--- src/rtl/pc_next_unit.sv ---
// rtl/pc_next_unit.sv - Beta program counter with next-address selection and interrupt arbitration
// Optional sticky interrupt latch: define PCNEXT_IRQ_LATCH_EN (default build samples IRQ as a level).
module pc_next_unit #(
    parameter int unsigned     W         = 32,
    parameter int unsigned     LIT_W     = 16,
    parameter logic [W-1:0]    RESET_VEC = W'(32'h8000_0000),
    parameter logic [W-1:0]    ILLOP_VEC = W'(32'h8000_0004),
    parameter logic [W-1:0]    XADR_VEC  = W'(32'h8000_0008)
) (
    input  logic             clk_i,
    input  logic             rst_i,
    input  logic             en_i,
    input  logic [2:0]       pcsel_i,
    input  logic [LIT_W-1:0] lit_i,
    input  logic [W-1:0]     jt_i,
    input  logic             irq_i,
    output logic [W-1:0]     pc_o,
    output logic [W-1:0]     pc4_o,
    output logic [W-1:0]     pc4sxt_o,
    output logic             irq_taken_o,
    output logic             exc_o
);

    localparam logic [W-1:0] LOW_MASK = ~W'(3);

    logic [W-1:0] pc_q;
    logic [W-1:0] pc_d;
    logic [W-1:0] sel_pc;
    logic [W-1:0] jt_tgt;
    logic [W-2:0] pc_inc;
    logic [W-2:0] br_off;
    logic [W-2:0] br_sum;
    logic         sup;
    logic         irq_pending;
    logic         irq_sel;
    logic         take_irq;
    logic         exc_sel;

    assign sup = pc_q[W-1];

    // Arithmetic runs on the low W-1 bits only so the supervisor bit never changes by carry.
    assign pc_inc = pc_q[W-2:0] + (W-1)'(4);
    assign br_off = {{(W-LIT_W-3){lit_i[LIT_W-1]}}, lit_i, 2'b00};
    assign br_sum = pc_inc + br_off;

    assign pc4_o    = {sup, pc_inc};
    assign pc4sxt_o = {sup, br_sum};
    assign jt_tgt   = {sup & jt_i[W-1], jt_i[W-2:0]};
    assign pc_o     = pc_q;

`ifdef PCNEXT_IRQ_LATCH_EN
    logic irq_pend_q;
    logic irq_prev_q;

    assign irq_pending = irq_pend_q;

    // A fresh rising edge wins over the clear so a back-to-back request is not dropped.
    always_ff @(posedge clk_i or posedge rst_i) begin
        if (rst_i) begin
            irq_pend_q <= 1'b0;
            irq_prev_q <= 1'b0;
        end else begin
            irq_prev_q <= irq_i;
            irq_pend_q <= (irq_pend_q & ~take_irq) | (irq_i & ~irq_prev_q);
        end
    end
`else
    assign irq_pending = irq_i;
`endif

    assign irq_sel     = irq_pending & ~sup;
    assign take_irq    = irq_sel & en_i & ~rst_i;
    assign irq_taken_o = take_irq;

    always_comb begin
        sel_pc  = ILLOP_VEC;
        exc_sel = 1'b1;
        if (irq_sel) begin
            sel_pc = XADR_VEC;
        end else begin
            case (pcsel_i)
                3'b000:  begin sel_pc = pc4_o;    exc_sel = 1'b0; end
                3'b001:  begin sel_pc = pc4sxt_o; exc_sel = 1'b0; end
                3'b010:  begin sel_pc = jt_tgt;   exc_sel = 1'b0; end
                3'b100:  sel_pc = XADR_VEC;
                default: sel_pc = ILLOP_VEC;
            endcase
        end
    end

    assign exc_o = exc_sel & ~rst_i;
    assign pc_d  = sel_pc & LOW_MASK;

    always_ff @(posedge clk_i or posedge rst_i) begin
        if (rst_i) begin
            pc_q <= RESET_VEC;
        end else if (en_i) begin
            pc_q <= pc_d;
        end
    end

endmodule

--- config.mk ---
export PLATFORM = sky130hd
export DESIGN_NAME = pc_next_unit
export DESIGN_NICKNAME = d
export VERILOG_FILES = /design/src/rtl/pc_next_unit.sv
export SDC_FILE = /design/constraint.sdc
export NUM_CORES = 1
export LEC_CHECK = 0
export CAP_MARGIN = 0
export CORE_MARGIN = 4
export CORE_UTILIZATION = 41
export DETAILED_ROUTE_END_ITERATION = 12
export PLACE_DENSITY_LB_ADDON = 0.08
export SKIP_CTS_REPAIR_TIMING = 1
export SLEW_MARGIN = 20
export SYNTH_ARGS = -nofsm -noshare
export SYNTH_HDL_FRONTEND = slang
export SYNTH_SLANG_ARGS = --single-unit
--- constraint.sdc ---
create_clock -name clk_i -period 3.6 [get_ports clk_i]
set_input_delay 0.54 -clock clk_i [delete_from_list [all_inputs] [get_ports clk_i]]
set_output_delay 0.54 -clock clk_i [all_outputs]
set_load 0.01 [all_outputs]
==> impl_metrics.tcl <==
set metrics [dict create \
    synthTopCellsByArea "dfrtp_1, ha_1, xnor2_1" \
    cts_tree "yes" \
    period_share_pct 121 \
    drv_cap 0 \
    grt_first_pass_wirelength_um 26700 \
    layout_commonest_cell "buf_4" \
    cp.arrival_ps 3820 \
    routed_wl_um 20700 \
    ys.flop_type "dfrtp_1" \
    tightest_slew_ps 672 \
    initial_core_util_pct 42.1 \
    drt_first_pass_iters 5 \
    cts-root-buf "clkbuf_8" \
    clkTransAtPathRegs_ps 70 \
    wl_per_cell_um 21.6 \
    core_area_um2 9240 \
    synth-edff-count 0 \
    slew_violations 0 \
    vias_per_cell 5.96 \
    detail-route-antenna-nets 0 \
    vias 5727 \
    required_ps 3060 \
    n_antenna_cell 0 \
    antenna_found_initial 0 \
    critPathLaunch "pc_o[3]$_DFFE_PP0P_" \
    reg2reg_depth 16 \
    largest_reg_flops 30 \
    synth_top_area_share_pct 18.6 \
    grt-ovfl-total 0 \
    yosysTopAreaCell "dfrtp_1" \
    grt_pass1_vias 5193 \
    maxSlewHeadroom_pct 55.2 \
    skew_ps 9.63 \
    drc 0 \
    utilization_pct 84.0 \
    violations "negative setup slack" \
    portBuffers 144 \
    status "complete, but fails checks" \
    clk_latency_ps 300 \
    rows 35 \
    yosys_warnings 0 \
    total_power_mw 2.09 \
    reg2reg_from "pc_o[3]$_DFFE_PP0P_" \
    yosysSeqAreaShare_pct 19.3 \
    num_io_pins 153 \
    htreeDepth 2 \
    grtUsageTotal_pct 30.2 \
    numClockSinks 30 \
    hp-start "pc_o[31]$_DFFE_PP1P_" \
    fmax_ghz 0.229 \
    p_per_area_nw_per_um2 269 \
    rsz0062_at_grt "yes" \
    cts_buffer_depth 2 \
    mostFrequentLayoutCells "buf_4, clkdlybuf4s50_1, nor2_1" \
    die-width_um 105 \
    hold_violations 0 \
    drt_iter0_drc 477 \
    worstHoldPathCells 1 \
    final.setup.worst_slack_ps -761 \
    final_layout_size_suffix_gt1_share_pct 42.3 \
    ys_types 62 \
    die_h_um 105 \
    crit_path_start_kind "register" \
    synthToLayoutAreaGrowth_pct 99.4 \
    hpwl_um 14200 \
    hold_path.class "register to register" \
    syn_area_per_cell_um2 7.91 \
    nNetsFinal 921 \
    async_reset_ff_share_pct 100 \
    crit_fanout 4 \
    gp_congestion 0.957 \
    numCtsBuffers 5 \
    final_area_um2 7760 \
    dieArea_um2 11100 \
    setup_viol 29 \
    p_leak_nw 3.65 \
    worstSetupPathType "register to primary output" \
    cp-end-kind "primary output" \
    place_area_um2 6930 \
    synth-seq-cells 30 \
    fin_crit_ps 4360 \
    syn_inst 492 \
    synth_area_um2 3890 \
    grt_max_degree 23 \
    ir_drop_mv 0.263 \
]
[per-stage QoR]
stage                     instances  setup TNS, ps  setup slack, ps  hold WS (ps)
final                           961          -9790             -761           533
after global routing            961         -12170             -927           554
after CTS                       933         -16390            -1080           536
after detailed placement        925          -9100             -742           524
after global placement          925          -7710             -615           521
after floorplan                 497           -257             -147           534
[worst max-delay path: stages (launching register included)]
cell      delay, ps
dfrtp_1         440
nand4_1         230
nor4_2          210
buf_4           160
buf_4           110
nand4_1         120
xnor2_1         270
ha_1            310
a21o_1          260
a31oi_4         230
o211ai_1        120
buf_4           160
o41a_1          420
a21oi_2         200
xor2_2          130
buf_2           140
[final cells by class]
type                            instances  area, um2
Multi-Input combinational cell        421       3700
Timing Repair Buffer                  355       2980
Fill cell                             535       1480
Sequential cell                        30        754
Tap cell                              129        161
Clock buffer                            8       90.1
Inverter                               18       67.6
[Yosys cell counts (all sizes together), types with 17 or more instances]
cell type  instances
xor2              25
dfrtp             29
xnor2             28
clkbuf            17
nand2             31
inv               18
o21ai             28
nand3             17
ha                34
nor2              49
a21oi             37
[worst paths after layout]
path                                        end  slack, ps
setup / recovery                   pc4sxt_o[30]       -760
hold / removal             pc_o[31]$_DFFE_PP1P_        530
setup reg to reg           pc_o[30]$_DFFE_PP0P_       -250
hold reg to reg            pc_o[31]$_DFFE_PP1P_        530
max in group asynchronous  pc_o[31]$_DFFE_PP1P_       2130
min in group asynchronous  pc_o[15]$_DFFE_PP0P_        700
[layer usage]
layer  track usage, %  part of all wire (%)
met1             41.5                    39
met2             48.2                    47
met3             5.27                   9.9
met4             9.09                   3.7
met5                0                     0
[report_power, final]
| part | internal (mW) | total [mW] | switching [mW] | leakage (nW) |
|---|---|---|---|---|
| sequential | 0.365 | 0.391 | 0.0265 | 0.401 |
| combinational | 0.730 | 1.39 | 0.665 | 3.20 |
| clock | 0.156 | 0.304 | 0.148 | 0.0455 |
[cell families after synthesis]
group / synth area share [%]
and+or+nand+nor: 20.3
AOI/OAI and AO/OA: 27.8
xor gates and xnor gates: 12.5
buffers and inverters: 5.40
adders and majority gates: 11.4
DFF: 19.3
muxes: 3.12
other: 0.0964
No activity file was read; power rests on OpenSTA's default activity.
